<file path="config.mk">
export PLATFORM = sky130hd
export DESIGN_NAME = icache_axi_flat
export DESIGN_NICKNAME = d
export VERILOG_FILES = /design/src/rtl/icache_axi_if.sv /design/src/rtl/icache_axi.sv /design/src/flat_wrapper.sv
export SDC_FILE = /design/constraint.sdc
export NUM_CORES = 1
export LEC_CHECK = 0
export CAP_MARGIN = 20
export CORE_UTILIZATION = 46
export CTS_BUF_LIST = sky130_fd_sc_hd__clkbuf_4
export CTS_CLUSTER_DIAMETER = 150
export DETAILED_ROUTE_END_ITERATION = 10
export PLACE_DENSITY = 0.82
export SYNTH_ARGS = -nofsm -noshare
export SYNTH_HDL_FRONTEND = slang
export SYNTH_SLANG_ARGS = --single-unit
</file>
<file path="constraint.sdc">
create_clock -name clk -period 4.07 [get_ports clk]
set_input_delay 1.0175 -clock clk [delete_from_list [all_inputs] [get_ports clk]]
set_output_delay 1.0175 -clock clk [all_outputs]
set_load 0.1 [all_outputs]
</file>
<file path="src/rtl/icache_axi_if.sv">
`default_nettype none
// ============================================================================
// Module      : icache_axi_if
// Description : AXI read-address and read-data channels between the icache
//               refill master and the interconnect.
// Revision    : 1.0 - initial release
// ============================================================================
interface icache_axi_if;
    logic [3:0]  arid;
    logic [31:0] araddr;
    logic [7:0]  arlen;
    logic [2:0]  arsize;
    logic [1:0]  arburst;
    logic        arvalid;
    logic        arready;
    logic [3:0]  rid;
    logic [31:0] rdata;
    logic [1:0]  rresp;
    logic        rlast;
    logic        rvalid;
    logic        rready;

    modport master (
        output arid, araddr, arlen, arsize, arburst, arvalid, rready,
        input  arready, rid, rdata, rresp, rlast, rvalid
    );

    modport slave (
        input  arid, araddr, arlen, arsize, arburst, arvalid, rready,
        output arready, rid, rdata, rresp, rlast, rvalid
    );
endinterface
`default_nettype wire

</file>
<file path="src/rtl/icache_axi.sv">
`default_nettype none
// ============================================================================
// Module      : icache_axi
// Description : Read-only AXI master for icache refills. Issues one burst
//               per cached line fill or uncached single-word fetch, gathers
//               the beats into a line buffer and pulses rend_o on completion.
// Revision    : 1.0 - initial release
// ============================================================================
module icache_axi #(
    parameter int         LINE_WORDS = 8,
    parameter logic [3:0] AXI_ID     = 4'b0000
) (
    input  wire logic                     clk,
    input  wire logic                     rst_n,
    input  wire logic                     icache_rreq_i,
    input  wire logic [31:0]              icache_raddr_i,
    input  wire logic                     icache_uncache_req_i,
    input  wire logic [31:0]              icache_uc_addr_i,
    output logic                          rend_o,
    output logic [32*LINE_WORDS-1:0]      cacheline_rdata_o,
    output logic                          rerr_o,
    icache_axi_if.master                  axi
);

    localparam int               CNT_W     = $clog2(LINE_WORDS);
    localparam int               OFF_BITS  = CNT_W + 2;
    localparam logic [31:0]      ADDR_MASK = ~((32'd1 << OFF_BITS) - 32'd1);
    localparam logic [CNT_W-1:0] CNT_MAX   = CNT_W'(LINE_WORDS - 1);

    typedef enum logic [1:0] {
        S_IDLE = 2'd0,
        S_AR   = 2'd1,
        S_R    = 2'd2,
        S_DONE = 2'd3
    } state_t;

    state_t                  state_q,  state_d;
    logic [31:0]             araddr_q, araddr_d;
    logic [7:0]              arlen_q,  arlen_d;
    logic [CNT_W-1:0]        cnt_q,    cnt_d;
    logic                    err_q,    err_d;
    logic [32*LINE_WORDS-1:0] line_q,  line_d;

    // rid carries no information for a single-outstanding master
    logic unused_rid;
    assign unused_rid = ^axi.rid;

    // State and datapath registers; async reset abandons any burst in flight
    always_ff @(posedge clk or negedge rst_n) begin
        if (!rst_n) begin
            state_q  <= S_IDLE;
            araddr_q <= '0;
            arlen_q  <= '0;
            cnt_q    <= '0;
            err_q    <= 1'b0;
            line_q   <= '0;
        end else begin
            state_q  <= state_d;
            araddr_q <= araddr_d;
            arlen_q  <= arlen_d;
            cnt_q    <= cnt_d;
            err_q    <= err_d;
            line_q   <= line_d;
        end
    end

    // Next-state: arbitrate in IDLE (cached wins), hold AR until accepted,
    // collect beats until rlast, then one DONE cycle
    always_comb begin
        state_d  = state_q;
        araddr_d = araddr_q;
        arlen_d  = arlen_q;
        cnt_d    = cnt_q;
        err_d    = err_q;
        line_d   = line_q;
        case (state_q)
            S_IDLE: begin
                if (icache_rreq_i) begin
                    araddr_d = icache_raddr_i & ADDR_MASK;
                    arlen_d  = 8'(LINE_WORDS - 1);
                    cnt_d    = '0;
                    err_d    = 1'b0;
                    state_d  = S_AR;
                end else if (icache_uncache_req_i) begin
                    araddr_d = icache_uc_addr_i;
                    arlen_d  = 8'd0;
                    cnt_d    = '0;
                    err_d    = 1'b0;
                    state_d  = S_AR;
                end
            end
            S_AR: begin
                if (axi.arready) begin
                    state_d = S_R;
                end
            end
            S_R: begin
                if (axi.rvalid) begin
                    line_d[{cnt_q, 5'd0} +: 32] = axi.rdata;
                    err_d = err_q | (axi.rresp != 2'b00);
                    // Saturate so surplus beats land on the last word
                    if (cnt_q != CNT_MAX) begin
                        cnt_d = cnt_q + CNT_W'(1);
                    end
                    if (axi.rlast) begin
                        state_d = S_DONE;
                    end
                end
            end
            S_DONE: begin
                state_d = S_IDLE;
            end
            default: begin
                state_d = S_IDLE;
            end
        endcase
    end

    // Outputs are registers or state decodes only
    assign axi.arid    = AXI_ID;
    assign axi.araddr  = araddr_q;
    assign axi.arlen   = arlen_q;
    assign axi.arsize  = 3'b010;
    assign axi.arburst = 2'b01;
    assign axi.arvalid = (state_q == S_AR);
    assign axi.rready  = (state_q == S_R);

    assign rend_o            = (state_q == S_DONE);
    assign rerr_o            = (state_q == S_DONE) && err_q;
    assign cacheline_rdata_o = line_q;

endmodule
`default_nettype wire

</file>
<file path="src/flat_wrapper.sv">
// flat-port wrapper written by rule: the top's interface ports become plain ports
module icache_axi_flat 
#(
    parameter int         LINE_WORDS = 8,
    parameter logic [3:0] AXI_ID     = 4'b0000
)
  (clk, rst_n, icache_rreq_i, icache_raddr_i, icache_uncache_req_i, icache_uc_addr_i, rend_o, cacheline_rdata_o, rerr_o, axi_arid, axi_araddr, axi_arlen, axi_arsize, axi_arburst, axi_arvalid, axi_rready, axi_arready, axi_rid, axi_rdata, axi_rresp, axi_rlast, axi_rvalid);
  icache_axi_if axi_i ();
  input  wire logic clk;
  input  wire logic rst_n;
  input  wire logic icache_rreq_i;
  input  wire logic [31:0] icache_raddr_i;
  input  wire logic icache_uncache_req_i;
  input  wire logic [31:0] icache_uc_addr_i;
  output logic rend_o;
  output logic [32*LINE_WORDS-1:0] cacheline_rdata_o;
  output logic rerr_o;
  output wire logic [$bits(axi_i.arid)-1:0] axi_arid;
  output wire logic [$bits(axi_i.araddr)-1:0] axi_araddr;
  output wire logic [$bits(axi_i.arlen)-1:0] axi_arlen;
  output wire logic [$bits(axi_i.arsize)-1:0] axi_arsize;
  output wire logic [$bits(axi_i.arburst)-1:0] axi_arburst;
  output wire logic [$bits(axi_i.arvalid)-1:0] axi_arvalid;
  output wire logic [$bits(axi_i.rready)-1:0] axi_rready;
  input wire logic [$bits(axi_i.arready)-1:0] axi_arready;
  input wire logic [$bits(axi_i.rid)-1:0] axi_rid;
  input wire logic [$bits(axi_i.rdata)-1:0] axi_rdata;
  input wire logic [$bits(axi_i.rresp)-1:0] axi_rresp;
  input wire logic [$bits(axi_i.rlast)-1:0] axi_rlast;
  input wire logic [$bits(axi_i.rvalid)-1:0] axi_rvalid;
  assign axi_arid = axi_i.arid;
  assign axi_araddr = axi_i.araddr;
  assign axi_arlen = axi_i.arlen;
  assign axi_arsize = axi_i.arsize;
  assign axi_arburst = axi_i.arburst;
  assign axi_arvalid = axi_i.arvalid;
  assign axi_rready = axi_i.rready;
  assign axi_i.arready = axi_arready;
  assign axi_i.rid = axi_rid;
  assign axi_i.rdata = axi_rdata;
  assign axi_i.rresp = axi_rresp;
  assign axi_i.rlast = axi_rlast;
  assign axi_i.rvalid = axi_rvalid;
  icache_axi #(.LINE_WORDS(LINE_WORDS), .AXI_ID(AXI_ID)) u_core (.clk(clk), .rst_n(rst_n), .icache_rreq_i(icache_rreq_i), .icache_raddr_i(icache_raddr_i), .icache_uncache_req_i(icache_uncache_req_i), .icache_uc_addr_i(icache_uc_addr_i), .rend_o(rend_o), .cacheline_rdata_o(cacheline_rdata_o), .rerr_o(rerr_o), .axi(axi_i));
endmodule
</file>
# Yosys cells after proc, flatten, opt, wreduce, memory -nomap -nowiden
# Cells that the tools add are included.
# classes
addsub	2
mul	0
div	0
order_cmp	0
n_eq_ne	9
shift	2
muxes	20
n_bitwise	1
n_reduce_logical	10
# ops
operator	count
256-bit bitwise mux	1
32-bit by 10-bit variable shift with 256-bit output, first input constant	1
32-bit by 10-bit indexed part select with 256-bit output	1
32-bit two-way mux	2
8-bit two-way mux	2
3-bit two-way mux	4
2-bit two-way mux	5
8-bit negation with 10-bit output	1
2-bit by 1-bit inequality test with 1-bit output, second input constant	4
2-bit one-hot mux with 4 select lines	1
4-bit AND reduction	2
3-bit inequality test, second input constant	2
3-bit one-hot mux with 2 select lines	1
2-bit nonzero test	3
2-bit == test, second input constant	2
2-bit AND reduction	2
3-bit by 1-bit adder with 3-bit output, second input constant	1
1-bit two-way mux	3
3-bit AND reduction	1
2-bit by 1-bit == test with 1-bit output, second input constant	1
2-bit logical NOT	1
1-bit one-hot mux with 2 select lines	1
1-bit logical AND	1
1-bit OR	1
# word_totals
reg_bits	302
latchBits	0
ram_bits	0
rom_bits	0
output_inout_bits	309
elab_cells	50
mem_count	0

# Longest topological paths before layout
# Gate-level depths: netlist of run 1.
# logic_depth
ltp_word	4
ltp_mapped	11
mapped_depth_nobuf	6

# Worst setup path after synthesis of run 1
# OpenSTA, ideal clock, no wires.
# synth_path
path_kind	flip-flop to flip-flop
startpoint	reg u_core.cnt_q[0]
endpoint	reg u_core.line_q[54] (netlist: u_core.cacheline_rdata_o[54])
setup_ns	0.125
t_arrival_ns	2.969
required_ns	3.945
slack_ns	0.976
path_stages_with_launch	12
path_buffers	5
path_cell_list	dfrtp_1 clkbuf_1 clkbuf_1 buf_1 inv_1 ha_1 ha_1 nand4b_1 buf_2 nor2_1 buf_2 mux2_2
# synth_between
elab_chain_len	3
word_cells_on_any_way	4
cone_classes	1 x add/sub; 2 x shift; 1 x mux
# synth_rtl
item	line	rtl
start, declared	icache_axi.sv:40	logic [CNT_W-1:0] cnt_q, cnt_d;
start signal, assigned	icache_axi.sv:61	cnt_q <= cnt_d;
8-bit negation with 10-bit output *	icache_axi.sv:99	line_d[{cnt_q, 5'd0} +: 32] = axi.rdata;
32-bit by 10-bit indexed part select with 256-bit output / 32-bit by 10-bit variable shift with 256-bit output (equally long branches)	icache_axi.sv:99	
256-bit bitwise mux *	icache_axi.sv:99	
end signal, assigned	icache_axi.sv:63	line_q <= line_d;
end, declared	icache_axi.sv:42	logic [32*LINE_WORDS-1:0] line_q, line_d;
# Every way passes the cells marked *; elsewhere a longest branch is shown, timed or not.
# A chain may end at the register's enable or synchronous reset.

# Worst setup path after layout of run 1
# layout_path
startpoint	reg u_core.state_q[1]
endpoint	out rend_o
# layout_between
elab_chain_len	1
# layout_rtl
item	line	rtl
start, declared	icache_axi.sv:37	state_t state_q, state_d;
start signal, assigned	icache_axi.sv:58	state_q <= state_d;
2-bit == test	icache_axi.sv:128	assign rend_o = (state_q == S_DONE);
end, declared	flat_wrapper.sv:15	output logic rend_o;
# Every way passes these cells.

==> flow_metrics.tcl, run 1 <==
set metrics [dict create \
    floorplan.die.width_um 162 \
    cts_tree "yes" \
    ys_seq_elements 295 \
    max_freq_ghz 0.295 \
    synthDistinctLibCells 36 \
    synth_top_area_share 0.624 \
    yosysSeqAreaShare 0.624 \
    grtUsageTotal 0.249 \
    routed_wire_length_per_instance_um 19.7 \
    post-route-drc-count 0 \
    placement.io_buffers 394 \
    post_synth_instance_area_mm2 0.0118 \
    postSynth.topFlopCell "sky130_fd_sc_hd__dfrtp_1" \
    crit_path_end_kind "output pin" \
    cts.sinks 295 \
    initial_core_util 0.470 \
    yosysTopAreaCell "sky130_fd_sc_hd__dfrtp_1" \
    drive_above_1_share 0.279 \
    max_cap_violations 0 \
    ys_top_cells_by_area "sky130_fd_sc_hd__dfrtp_1 62%, sky130_fd_sc_hd__mux2_2 17%, sky130_fd_sc_hd__mux2_4 3.8%, sky130_fd_sc_hd__mux2_1 3.4%, sky130_fd_sc_hd__mux2i_1 2.4%" \
    postCtsSetupRepairBufs 0 \
    cts-buffers-inserted 78 \
    hpwl_um 21900 \
    critPathKind "reg -> out" \
    grt_pass1_vias 8809 \
    cts.reportedPaths.clkPinSlew_ps 60 \
    area_delta_synth_final_pct 45.4 \
    core_area_mm2 0.0252 \
    avgViaCountPerCell 5.06 \
    die-height_um 162 \
    route.antenna.remaining_nets 0 \
    nature_of_the_critical_path_startpoint "flip-flop" \
    report.final.setup_viol 0 \
    crit_fanout 4 \
    count_of_hold_buffers_inserted_by_post_cts_repair 0 \
    grt-ovfl-total 0 \
    die_area_mm2 0.0264 \
    layout.nets 1363 \
    wirelength_routed_um 32000 \
    io_pins 418 \
    row_count 58 \
    hp-class "in -> async" \
    final.min_clock_period_ps 3390 \
    reg2reg_slack_ps 1100 \
    syn_area_per_cell_um2 14.8 \
    yosysWarningCount 0 \
    worst_slew_margin_rel 0.286 \
    cp.required_ps 3050 \
    grt_first_pass_wirelength_um 49900 \
    cts_resized 0 \
    cts.htree.levels 3 \
    finalHoldViolations 0 \
    number_of_instances_in_the_synthesized_netlist 802 \
    synth-edff-count 0 \
    outcome "finished clean" \
    reg2reg_depth 7 \
    asyncSetResetFlopFracSynth 1.00 \
    synth_most_common_cell "sky130_fd_sc_hd__dfrtp_1" \
    worstSkewPairLatency_ps 670 \
    timing.rr.start "u_core.cnt_q[1]" \
    final.setup.tns_ps 0 \
    cts_max_path_buffers 3 \
    cell_types_with_the_highest_counts_after_synthesis "295 x sky130_fd_sc_hd__dfrtp_1, 175 x sky130_fd_sc_hd__mux2_2, 52 x sky130_fd_sc_hd__nand2_1, 49 x sky130_fd_sc_hd__o21ai_0, 36 x sky130_fd_sc_hd__mux2_1" \
    setup_repair_after_global_routing_missed_its_margin "false" \
    n_fill_cell 1780 \
    grt_start_max_net_pins 92 \
    max_transition_viols_final 0 \
    detailedRoute.firstPassIterationCount 4 \
    first_iter_violations 420 \
    cts_root_buf "sky130_fd_sc_hd__clkbuf_4" \
    grt_antenna_before_repair 2 \
    timing.rr.end "u_core.cacheline_rdata_o[153]" \
    cp_data_arrival_time_ps 2380 \
    gp_congestion 0.767 \
    worstMarginPinSlew_ps 1070 \
    vias 8244 \
    finalClockSkew_ps 37.5 \
    final.period_utilization 0.834 \
]
-- registers in the layout (all words and copies together) (netlist names) --
name and count:
u_core.err_q 1, u_core.cnt_q 3, u_core.axi.arlen 1, u_core.state_q 2, u_core.axi.araddr 32, u_core.cacheline_rdata_o 256
-- routing by layer --
metal,GRT usage,routed length [µm],vias up
li1,-,-,3723
met1,0.297,12700,4106
met2,0.405,15500,348
met3,0.0896,2870,67
met4,0.108,927,0
met5,0,0,-
-- cells in the final DEF, fill, tap and decap left out, types with 2 or more instances in the layout --
cell                                n
sky130_fd_sc_hd__clkdlybuf4s50_1  389
sky130_fd_sc_hd__dfrtp_1          295
sky130_fd_sc_hd__mux2_2           175
sky130_fd_sc_hd__clkbuf_4         115
sky130_fd_sc_hd__nand2_1           52
sky130_fd_sc_hd__o21ai_0           49
sky130_fd_sc_hd__mux2_1            36
sky130_fd_sc_hd__mux2_4            30
sky130_fd_sc_hd__mux2i_1           28
sky130_fd_sc_hd__o31ai_1           17
sky130_fd_sc_hd__buf_4             16
sky130_fd_sc_hd__conb_1            14
sky130_fd_sc_hd__ha_1               9
sky130_fd_sc_hd__nand2b_1           8
sky130_fd_sc_hd__clkinv_1           8
sky130_fd_sc_hd__nor2_1             6
sky130_fd_sc_hd__buf_12             6
sky130_fd_sc_hd__inv_1              5
sky130_fd_sc_hd__and2_1             5
sky130_fd_sc_hd__bufinv_16          5
sky130_fd_sc_hd__diode_2            3
sky130_fd_sc_hd__a22o_1             3
sky130_fd_sc_hd__or4_2              2
sky130_fd_sc_hd__nor2b_1            2
-- metrics by stage --
step / area (µm²) / util / hold WS [ps] / cells / setup slack, ps
after CTS: 17200 / 0.683 / 345 / 1625 / 588
after detailed placement: 16100 / 0.641 / 470 / 1495 / 629
final: 17200 / 0.684 / 363 / 1628 / 676
after global placement: 16100 / 0.641 / 464 / 1495 / 658
after floorplan: 11900 / - / 518 / 814 / 976
after global routing: 17200 / 0.684 / 367 / 1628 / 536
-- cell type report --
class	instances	area, µm²	area share
repair buffers	413	4150	0.241
multi-input cells	452	4180	0.243
clock buffers	115	863	0.0502
flip-flops and latches	295	7380	0.429
clock inverters	15	194	0.0113
well taps	330	413	0.0240
inverters	5	18.8	0.00109
diodes	3	7.51	0.000436
-- worst max path at each step --
stage	from	end	slack, ps	depth (start not counted)
CTS	u_core.state_q[0]	rend_o	590	2
finish	u_core.state_q[1]	rend_o	680	2
global placement	axi_rvalid	u_core.cacheline_rdata_o[236]	660	5
global route	u_core.state_q[0]	rend_o	540	2
detailed placement	axi_rvalid	u_core.cacheline_rdata_o[226]	630	5
floorplan	u_core.cnt_q[0]	u_core.cacheline_rdata_o[54]	980	11
-- cells by family (layout without fill, tap and decap cells) --
| logic type | count (synthesis) | count (layout) | synth area share |
|---|---|---|---|
| AND/OR/NAND/NOR | 86 | 86 | 0.0352 |
| adder cells (fa/ha/maj) | 9 | 9 | 0.00951 |
| other | 2 | 17 | 0.000635 |
| multiplexers | 269 | 269 | 0.263 |
| AO/OA/AOI/OAI | 74 | 74 | 0.0371 |
| buffers and inverters | 67 | 548 | 0.0313 |
| flip-flops | 295 | 295 | 0.624 |
-- critical path, stage by stage, from the launching register on --
cell and delay (ps):
sky130_fd_sc_hd__dfrtp_1 400, sky130_fd_sc_hd__ha_1 180, sky130_fd_sc_hd__clkdlybuf4s50_1 1160
Power of run 1 is not shown: default switching activity piles up to over one toggle a cycle in this logic, so the estimate is an artifact.
==> inputs of run 2 (changes only) <==
--- a/config.mk
+++ b/config.mk
@@ -6,11 +6,11 @@
 export NUM_CORES = 1
 export LEC_CHECK = 0
 export CAP_MARGIN = 20
-export CORE_UTILIZATION = 46
+export CORE_UTILIZATION = 42
 export CTS_BUF_LIST = sky130_fd_sc_hd__clkbuf_4
 export CTS_CLUSTER_DIAMETER = 150
 export DETAILED_ROUTE_END_ITERATION = 10
-export PLACE_DENSITY = 0.82
+export PLACE_DENSITY = 0.78
 export SYNTH_ARGS = -nofsm -noshare
 export SYNTH_HDL_FRONTEND = slang
 export SYNTH_SLANG_ARGS = --single-unit
==> constraint.sdc (replaced) <==
create_clock -name clk -period 2.8 [get_ports clk]
set_input_delay 0.7 -clock clk [delete_from_list [all_inputs] [get_ports clk]]
set_output_delay 0.7 -clock clk [all_outputs]
set_load 0.1 [all_outputs]
==> run 2 against run 1 <==
Compared with the run above: die area rose by 9.4%; final area is 3.8% lower; highest routed layer unchanged; register-to-register slack got worse by 810 ps; largest cell class unchanged; wire length up 0.85%; clock skew is 11 ps lower; count of clock-buffer cells in the layout fell by 12.
==> flow_metrics.tcl, run 2 (same netlist as run 1, synthesis figures left out) <==
set metrics [dict create \
    max_cap_violations 0 \
    grtUsageTotal 0.227 \
    final_cell_mix "315 x sky130_fd_sc_hd__buf_4, 295 x sky130_fd_sc_hd__dfrtp_1, 175 x sky130_fd_sc_hd__mux2_2" \
    hpwl_um 22600 \
    row_count 61 \
    layout.nets 1376 \
    hp-class "in -> reg" \
    finalClockSkew_ps 26.0 \
    cp_slowest_stage_delay_ps 530 \
    reg2reg_slack_ps 290 \
    first_iter_violations 335 \
    routed_wire_length_per_instance_um 19.3 \
    cts-buffers-inserted 76 \
    cts.reportedPaths.clkPinSlew_ps 60 \
    crit_fanout 11 \
    cp.required_ps 3340 \
    setup_repair_after_global_routing_missed_its_margin "false" \
    report.final.setup_viol 0 \
    timing.critical_path.cells "inv_1 > ha_1 > nor4_1 > nand4bb_4 > buf_4 > mux2_2" \
    floorplan.die.width_um 170 \
    die-height_um 170 \
    pre_cts_slack_ps 31.4 \
    cts_resized 0 \
    route.antenna.remaining_nets 0 \
    worstSkewPairLatency_ps 680 \
    worstMarginPinSlew_ps 544 \
    wirelength_routed_um 32300 \
    max_freq_ghz 0.398 \
    outcome "finished clean" \
    worstHoldPathCells 2 \
    timing.rr.start "u_core.cnt_q[1]" \
    timing.hold.worst_endpoint "u_core.axi.arlen[1]" \
    grt_start_max_net_pins 66 \
    post-route-drc-count 0 \
    gp_congestion 0.746 \
    avgViaCountPerCell 4.90 \
    final.setup.tns_ps 0 \
    postCtsSetupRepairBufs 0 \
    final.min_clock_period_ps 2510 \
    cts_tree "yes" \
    max_reg_flops 256 \
    cpLargestDelayFamily "simple AND/OR/NAND/NOR gates" \
    critical_path.n_buffers_inverters 2 \
    area_delta_synth_final_pct 39.9 \
    holdCritStartpoint "icache_rreq_i" \
    cts_max_path_buffers 3 \
    drive_above_1_share 0.508 \
    vias 8203 \
    grt_first_pass_wirelength_um 50000 \
    initial_core_util 0.426 \
    cts_root_buf "sky130_fd_sc_hd__clkbuf_4" \
    crit_path_end_kind "flip-flop" \
    final.period_utilization 0.897 \
    grt_antenna_before_repair 3 \
    cts.sinks 295 \
    io_pins 418 \
    reg2reg_depth 6 \
    critPathKind "reg -> reg" \
    finalHoldViolations 0 \
    timing.rr.end "u_core.cacheline_rdata_o[28]" \
    place_area_mm2 0.0157 \
    core_area_mm2 0.0278 \
    detailedRoute.firstPassIterationCount 4 \
    n_fill_cell 2290 \
    placement.io_buffers 394 \
    grt-ovfl-total 0 \
    nature_of_the_critical_path_startpoint "flip-flop" \
    final_cell_area_mm2 0.0166 \
    grt_pass1_vias 8697 \
    fin_hold_ws_ps 469 \
    cp_data_arrival_time_ps 3050 \
    cp_slowest_cell "sky130_fd_sc_hd__nor4_1" \
    die_area_mm2 0.0289 \
    crit_path_setup_slack_layout_ps 287 \
    cts.htree.levels 3 \
    worst_slew_margin_rel 0.634 \
    mostFrequentLayoutCell "sky130_fd_sc_hd__buf_4" \
    max_transition_viols_final 0 \
]
-- run 2: changes by cell type in the layout (fill, tap and decap cells not counted), sizes merged --
cell	change
buf	+306
bufinv	-4
clkbuf	-12
clkdlybuf4s50	-292
clkinv	-5
clkinvlp	+2
dlygate4sd3	+1
inv	+2
-- run 2: final cells by class --
| type | instances | area [µm²] | share of cell area |
|---|---|---|---|
| well taps | 378 | 473 | 0.0286 |
| multi-input cells | 452 | 4190 | 0.253 |
| diodes | 3 | 7.51 | 0.000453 |
| repair buffers | 428 | 3630 | 0.219 |
| inverters | 5 | 18.8 | 0.00113 |
| clock buffers | 103 | 773 | 0.0467 |
| clock inverters | 10 | 87.6 | 0.00529 |
| flip-flops and latches | 295 | 7380 | 0.446 |
-- run 2: per-stage QoR --
stage          cells  utilization
2_1_floorplan    814            -
3_3_place_gp    1557        0.565
3_5_place_dp    1557        0.565
4_1_cts         1671        0.596
5_1_grt         1674        0.596
6_report        1674        0.596
-- run 2: timing repair --
| action | in CTS | in global routing |
|---|---|---|
| hold buffers | 1 | 0 |
| endpoints found under the hold margin | 58 | 0 |
| setup endpoints to repair | 0 | 0 |
-- run 2: how the worst max path moves through the flow --
| stage | start | end | cells after the start |
|---|---|---|---|
| final | u_core.cnt_q[1] | u_core.cacheline_rdata_o[28] | 6 |
| after global routing | u_core.cnt_q[1] | u_core.cacheline_rdata_o[30] | 6 |
| after global placement | axi_rvalid | u_core.cacheline_rdata_o[27] | 6 |
| after detailed placement | axi_rvalid | u_core.cacheline_rdata_o[133] | 5 |
| after CTS | u_core.state_q[0] | axi_rready | 3 |
| after floorplan | u_core.state_q[0] | rerr_o | 2 |
-- run 2: metal layers --
layer  GRT usage  share of wire  vias up
met5           0              0        -
li1            -              -     3735
met4      0.0893          0.020        0
met3      0.0805          0.087       56
met1       0.282           0.41     4094
met2       0.363           0.49      318
-- run 2: worst reg2reg max path: stages, from the launching register on --
cell and delay, ps:
sky130_fd_sc_hd__dfrtp_1 410, sky130_fd_sc_hd__inv_1 60, sky130_fd_sc_hd__ha_1 350, sky130_fd_sc_hd__nor4_1 530, sky130_fd_sc_hd__nand4bb_4 430, sky130_fd_sc_hd__buf_4 350
sky130_fd_sc_hd__mux2_2 280
Power of run 2 is left out for the same reason.
